**config.mk**
```make
export PLATFORM = sky130hd
export DESIGN_NAME = pca_register_write_sequencer
export DESIGN_NICKNAME = d
export VERILOG_FILES = /design/src/rtl/pca_register_write_sequencer.sv
export SDC_FILE = /design/constraint.sdc
export NUM_CORES = 1
export LEC_CHECK = 0
export ABC_AREA = 1
export BUFFER_PORTS_ARGS = -buffer_cell sky130_fd_sc_hd__buf_2
export CORE_MARGIN = 5
export CORE_UTILIZATION = 45
export DETAILED_ROUTE_END_ITERATION = 10
export PLACE_DENSITY = 0.67
export SKIP_CTS_REPAIR_TIMING = 1
export SYNTH_ARGS = -nofsm -noshare
export SYNTH_HDL_FRONTEND = slang
export SYNTH_SLANG_ARGS = --single-unit
export TNS_END_PERCENT = 100
```
**constraint.sdc**
```tcl
create_clock -name clk_i -period 3.1 [get_ports clk_i]
set_input_delay 0.31 -clock clk_i [delete_from_list [all_inputs] [get_ports clk_i]]
set_output_delay 0.31 -clock clk_i [all_outputs]
set_load 0.005 [all_outputs]
```
**src/rtl/pca_register_write_sequencer.sv**
```systemverilog
// pca_register_write_sequencer: sole writer of the register store. Merges the
// default sweep, single I2C writes and ALL_LED broadcasts into one write/cycle.
// Ports: clk_i, rst_ni (sync, active low), soft_rst_ni (active low);
//   i2c_register_id_i/_value_i, i2c_write_enable_i (level) from the I2C target;
//   write_register_id_o/_value_o, write_enable_o to the store;
//   busy_o, init_done_o, drop_o status.
// Option: define PCA_ALL_LED_BROADCAST_EN to fan ALL_LED writes (70..73)
//   out to all 16 per-channel LED registers.
module pca_register_write_sequencer #(
   parameter int NUM_REGS     = 76,
   parameter int ALL_LED_BASE = 70,
   parameter int LED_BASE     = 6,
   parameter int NUM_CH       = 16
) (
   input  logic       clk_i,
   input  logic       rst_ni,
   input  logic [7:0] i2c_register_id_i,
   input  logic [7:0] i2c_register_value_i,
   input  logic       i2c_write_enable_i,
   input  logic       soft_rst_ni,
   output logic [7:0] write_register_id_o,
   output logic [7:0] write_register_value_o,
   output logic       write_enable_o,
   output logic       busy_o,
   output logic       init_done_o,
   output logic       drop_o
);

   localparam logic [7:0] NumRegs = 8'(NUM_REGS);
   localparam logic [7:0] LastIdx = 8'(NUM_REGS - 1);
   localparam logic [7:0] AllBase = 8'(ALL_LED_BASE);
   localparam logic [7:0] LedBase = 8'(LED_BASE);
   localparam logic [7:0] LedEnd  = 8'(LED_BASE + 4 * NUM_CH);
`ifdef PCA_ALL_LED_BROADCAST_EN
   localparam logic [7:0] LastCh  = 8'(NUM_CH - 1);
`endif

   typedef enum logic [1:0] {
      IDLE  = 2'd0,
      SWEEP = 2'd1
`ifdef PCA_ALL_LED_BROADCAST_EN
      ,BCAST = 2'd2
`endif
   } state_e;

   // Power-on contents of the store.
   function automatic logic [7:0] dflt(input logic [7:0] idx);
      logic [1:0] rel;
      rel  = idx[1:0] - LedBase[1:0];
      dflt = 8'h00;
      case (idx)
         8'd0: dflt = 8'h11;
         8'd1: dflt = 8'h04;
         8'd2: dflt = 8'hE2;
         8'd3: dflt = 8'hE4;
         8'd4: dflt = 8'hE8;
         8'd5: dflt = 8'hE0;
         default: begin
            // OFF_H of every channel and of ALL_LED start with full-off set
            if (idx >= LedBase && idx < LedEnd && rel == 2'd3)
               dflt = 8'h10;
            else if (idx == AllBase + 8'd3)
               dflt = 8'h10;
            else if (idx == AllBase + 8'd4)
               dflt = 8'h1E;
         end
      endcase
   endfunction

   state_e     state_q, state_d;
   logic [7:0] idx_q, idx_d;
   logic       fin_q, fin_d;
   logic       prev_q;
   logic       pend_v_q, pend_v_d;
   logic [7:0] pend_id_q, pend_id_d;
   logic [7:0] pend_val_q, pend_val_d;
   logic       we_q, we_d;
   logic [7:0] id_q, id_d;
   logic [7:0] val_q, val_d;
   logic       busy_q, busy_d;
   logic       done_q, done_d;
   logic       drop_q, drop_d;
`ifdef PCA_ALL_LED_BROADCAST_EN
   logic [1:0] boff_q, boff_d;
   logic [7:0] bval_q, bval_d;
`endif

   logic       req;
   logic       srv_v;
   logic [7:0] srv_id;
   logic [7:0] srv_val;

   always_comb begin
      req        = i2c_write_enable_i & ~prev_q;
      state_d    = state_q;
      idx_d      = idx_q;
      fin_d      = 1'b0;
      pend_v_d   = pend_v_q;
      pend_id_d  = pend_id_q;
      pend_val_d = pend_val_q;
      we_d       = 1'b0;
      id_d       = id_q;
      val_d      = val_q;
      busy_d     = 1'b0;
      // init_done rises one cycle after the last sweep strobe
      done_d     = done_q | fin_q;
      drop_d     = 1'b0;
      srv_v      = 1'b0;
      srv_id     = pend_id_q;
      srv_val    = pend_val_q;
`ifdef PCA_ALL_LED_BROADCAST_EN
      boff_d     = boff_q;
      bval_d     = bval_q;
`endif
      if (!soft_rst_ni) begin
         state_d  = SWEEP;
         idx_d    = '0;
         pend_v_d = 1'b0;
         busy_d   = 1'b1;
         drop_d   = req;
      end else begin
         if (req) begin
            if (pend_v_q) begin
               drop_d = 1'b1;
            end else if (state_q != IDLE) begin
               pend_v_d   = 1'b1;
               pend_id_d  = i2c_register_id_i;
               pend_val_d = i2c_register_value_i;
            end else begin
               srv_v   = 1'b1;
               srv_id  = i2c_register_id_i;
               srv_val = i2c_register_value_i;
            end
         end
         case (state_q)
            IDLE: begin
               if (pend_v_q) begin
                  srv_v    = 1'b1;
                  pend_v_d = 1'b0;
               end
            end
            SWEEP: begin
               we_d   = 1'b1;
               id_d   = idx_q;
               val_d  = dflt(idx_q);
               busy_d = 1'b1;
               if (idx_q == LastIdx) begin
                  state_d = IDLE;
                  idx_d   = '0;
                  fin_d   = 1'b1;
               end else begin
                  idx_d = idx_q + 8'd1;
               end
            end
`ifdef PCA_ALL_LED_BROADCAST_EN
            BCAST: begin
               we_d   = 1'b1;
               id_d   = LedBase + {idx_q[5:0], 2'b00} + {6'd0, boff_q};
               val_d  = bval_q;
               busy_d = 1'b1;
               if (idx_q == LastCh) begin
                  state_d = IDLE;
                  idx_d   = '0;
               end else begin
                  idx_d = idx_q + 8'd1;
               end
            end
`endif
            default: state_d = IDLE;
         endcase
         if (srv_v) begin
            if (srv_id < NumRegs) begin
               we_d  = 1'b1;
               id_d  = srv_id;
               val_d = srv_val;
`ifdef PCA_ALL_LED_BROADCAST_EN
               // ALL_LED byte lands as-is, then fans out per channel
               if (srv_id >= AllBase && srv_id <= AllBase + 8'd3) begin
                  state_d = BCAST;
                  idx_d   = '0;
                  boff_d  = srv_id[1:0] - AllBase[1:0];
                  bval_d  = srv_val;
                  busy_d  = 1'b1;
               end
`endif
            end else begin
               drop_d = 1'b1;
            end
         end
      end
   end

   always_ff @(posedge clk_i) begin
      if (!rst_ni) begin
         state_q    <= SWEEP;
         idx_q      <= '0;
         fin_q      <= 1'b0;
         prev_q     <= 1'b0;
         pend_v_q   <= 1'b0;
         pend_id_q  <= '0;
         pend_val_q <= '0;
         we_q       <= 1'b0;
         id_q       <= '0;
         val_q      <= '0;
         busy_q     <= 1'b0;
         done_q     <= 1'b0;
         drop_q     <= 1'b0;
`ifdef PCA_ALL_LED_BROADCAST_EN
         boff_q     <= '0;
         bval_q     <= '0;
`endif
      end else begin
         state_q    <= state_d;
         idx_q      <= idx_d;
         fin_q      <= fin_d;
         prev_q     <= i2c_write_enable_i;
         pend_v_q   <= pend_v_d;
         pend_id_q  <= pend_id_d;
         pend_val_q <= pend_val_d;
         we_q       <= we_d;
         id_q       <= id_d;
         val_q      <= val_d;
         busy_q     <= busy_d;
         done_q     <= done_d;
         drop_q     <= drop_d;
`ifdef PCA_ALL_LED_BROADCAST_EN
         boff_q     <= boff_d;
         bval_q     <= bval_d;
`endif
      end
   end

   assign write_enable_o         = we_q;
   assign write_register_id_o    = id_q;
   assign write_register_value_o = val_q;
   assign busy_o                 = busy_q;
   assign init_done_o            = done_q;
   assign drop_o                 = drop_q;

endmodule

```
==> results.sh <==
export IMPL_period_share=0.6919
export IMPL_die_h_microns=85.32
export IMPL_cp_arrival_ps=2380
export IMPL_clock_sinks=48
export IMPL_p_leak_nw=1.404
export IMPL_design_core_area_sq_mm=0.005507
export IMPL_ff2ff_path_depth=7
export IMPL_p_seq_frac=0.560
export IMPL_p_switching_uw=292.4
export IMPL_placed_area_sq_mm=0.002755
export IMPL_status="finished clean"
export IMPL_cts_tree="built"
export IMPL_rr_startpoint="prev_q$_SDFF_PN0_"
export IMPL_ios=40
export IMPL_synth_area_sq_mm=0.002552
export IMPL_avgSynthCellArea_sq_um=6.753
export IMPL_final_antenna_net_count=0
export IMPL_syn_nets=402
export IMPL_gp_congestion=0.8440
export IMPL_die_area_sq_mm=0.007279
export IMPL_path_cells="nor2_2 > nor2_1 > nor2_1 > nand3_4 > nand2_1 > nand2_1 > o21ai_0"
export IMPL_whs_ps=192.6
export IMPL_sw_frac_of_total=0.2520
export IMPL_path_buf_inv=0
export IMPL_overflow=0
export IMPL_peakVddDrop_uv=188.7
export IMPL_routed_wl_microns=5848
export IMPL_synth_cell_type_count=31
export IMPL_p_per_area_mw_per_mm2=407.8
export IMPL_antenna_cells=0
export IMPL_core_rowCount=27
export IMPL_grt_pass1_wl_microns=9991
export IMPL_antenna_found_initial=0
export IMPL_report_final_setup_viol=0
export IMPL_cpPeakStageDelay_ps=600
export IMPL_p_clk_frac=0.333
export IMPL_finalHoldViolCount=0
export IMPL_grt_pass1_vias=2171
export IMPL_io_buffer_count=39
export IMPL_min_path_cells=3
export IMPL_seq_area_frac_synth=0.3765
export IMPL_finalNetCount=432
export IMPL_htreeDepth=2
export IMPL_maxCapViolCount=0
export IMPL_first_pass_iters=4
export IMPL_path_class="flop to flop"
export IMPL_cts_buffers=5
export IMPL_r2r_end="write_register_id_o[2]$_SDFFE_PN0P_"
export IMPL_first_iter_violations=111
export IMPL_die_x_microns=85.32
export IMPL_insertion_delay_ps=300
export IMPL_yosysWarnings=0
export IMPL_crit_family="simple AND/OR/NAND/NOR gates"
export IMPL_relSlewSlack=0.4922
export IMPL_tns_ps=0
export IMPL_total_power_mw=1.160
export IMPL_track_usage=0.1683
export IMPL_start_util=0.4635
export IMPL_rsz0062_at_grt="false"
export IMPL_worstMarginPinSlew_ps=758.9
export IMPL_cts_root_buf="clkbuf_8"
export IMPL_ys_ff_latch=48
export IMPL_power_frac_comb=0.106
export IMPL_cp_required_ps=3340
export IMPL_clkTransAtPathRegs_ps=90
export IMPL_hpwl_microns=4395
export IMPL_synthToLayoutAreaGrowth_pct=11.47
export IMPL_vias=2367
export IMPL_r2r_slack_ps=960
export IMPL_crit_fanout=22
export IMPL_hold_class="primary input to flop"
export IMPL_period_needed_ps=2145
export IMPL_synth_largest_area_cell="dfxtp_1"
export IMPL_max_freq_ghz=0.4662
export IMPL_finalMaxSlewViolations=0
export IMPL_skew_ps=4.798
export IMPL_synth_top_area_frac=0.3765
export IMPL_internal_power_uw=867.9
export IMPL_drc_errors=0
export IMPL_slowest_stage="nor2_1"
export IMPL_vias_per_cell=4.921
export IMPL_hold_end="prev_q$_SDFF_PN0_"
export IMPL_worstSetupEndpointType="flop"
export IMPL_synth_area_leaders="dfxtp_1 38%, nand2_1 13%, nor2_1 7.1%"
export IMPL_wl_per_cell_microns=12.16
export IMPL_grt_start_max_net_pins=28
export IMPL_startpoint_type="flop"
export IMPL_hold_path_startpoint="i2c_write_enable_i"
export IMPL_stdcell_area_sq_mm=0.002845
export IMPL_clock_path_buffers=2
export IMPL_post_route_util=0.5167
export IMPL_netlist_instances=378
export IMPL_drive_above_1_share=0.1394
[routing by layer]
layer | vias to the layer above | GRT usage | part of all wire
met5 | - | 0 | 0
li1 | 1288 | - | -
met1 | 1025 | 0.2313 | 0.49
met3 | 7 | 0.03204 | 0.047
met4 | 0 | 0.04748 | 0.012
met2 | 47 | 0.2677 | 0.45
[per-stage QoR]
step / setup slack [ps] / cells
floorplan: 1534 / 378
global placement: 901.0 / 473
detailed placement: 836.8 / 473
CTS: 938.1 / 481
global route: 675.4 / 481
finish: 955.1 / 481
[power groups by stage]
| stage | Clock, mW | Combinational, mW | Sequential, mW |
|---|---|---|---|
| 2_1_floorplan | 0 | 0.0840 | 0.664 |
| 6_report | 0.387 | 0.123 | 0.650 |
| 3_5_place_dp | 0 | 0.124 | 0.665 |
| 5_1_grt | 0.428 | 0.143 | 0.653 |
| 3_3_place_gp | 0 | 0.122 | 0.665 |
| 4_1_cts | 0.399 | 0.124 | 0.651 |
[cells in the mapped netlist]
master / n
nand2_1: 87
dfxtp_1: 48
nor2_1: 48
inv_1: 41
nand3_1: 29
o21ai_0: 29
a21oi_1: 18
nand4_1: 12
clkbuf_1: 8
o21ai_1: 8
buf_2: 6
nor3_1: 6
mux2i_1: 5
a211oi_1: 4
ha_1: 4
buf_6: 3
nand2_2: 3
nor4_1: 3
o21a_1: 3
o21bai_1: 2
buf_1: 1
buf_4: 1
clkinv_1: 1
mux2_2: 1
nand2_4: 1
nand3_4: 1
nor2_2: 1
nor2_8: 1
o211ai_1: 1
o21ai_2: 1
xnor2_1: 1
[how the worst max path moves through the flow]
stage / end / slack, ps / cells after the start / startpoint
floorplan: write_register_id_o[1]$_SDFFE_PN0P_ / 1530 / 13 / state_q[0]$_SDFFE_PN1P_
global placement: write_register_id_o[3]$_SDFFE_PN0P_ / 900 / 12 / i2c_write_enable_i
detailed placement: write_register_value_o[5]$_SDFFE_PN0P_ / 840 / 13 / i2c_write_enable_i
CTS: write_register_id_o[2]$_SDFFE_PN0P_ / 940 / 11 / prev_q$_SDFF_PN0_
global route: write_register_id_o[2]$_SDFFE_PN0P_ / 680 / 6 / prev_q$_SDFF_PN0_
finish: write_register_id_o[2]$_SDFFE_PN0P_ / 960 / 7 / prev_q$_SDFF_PN0_
[flip-flops by register name, indices dropped and copies added, names as in the netlist, 8 cells and up]
name / flops
pend_id_q: 8
write_register_value_o: 8
write_register_id_o: 8
pend_val_q: 8
idx_q: 8
[cell usage in the layout (no fill, tap or decap), types with 4 or more instances in the layout]
cell      synthesis  routed
nand4_1          12      12
ha_1              4       4
o21ai_1           8       8
nand2_1          87      87
buf_2             6      39
mux2i_1           5       5
a211oi_1          4       4
o21ai_0          29      29
inv_1            41      41
nor2_1           48      48
a21oi_1          18      18
nor3_1            6       6
dfxtp_1          48      48
nand3_1          29      29
clkbuf_8          0       6
[tightest hold or removal path, delay by kind of cell]
kind / cells / cell delay [ps]
buffers and inverters: 2 / 120
AND/OR/NAND/NOR: 1 / 40
[logic make-up after synthesis]
logic type | Yosys count | share of synthesized area
compound gates | 66 | 0.1407
flops | 48 | 0.3765
fa+ha+maj | 4 | 0.01961
xor+xnor | 1 | 0.003432
buf+inv | 61 | 0.1029
simple gates | 192 | 0.3328
mux | 6 | 0.02402
[final cells by class]
| type | count | area, sq um |
|---|---|---|
| clock buffer | 8 | 90.09 |
| fill | 579 | 2661 |
| inverter | 42 | 157.7 |
| multi-input combinational | 269 | 1329 |
| sequential | 48 | 960.9 |
| tap | 72 | 90.09 |
| timing repair buffer | 42 | 217.7 |
(Power assumes the default switching activity.)
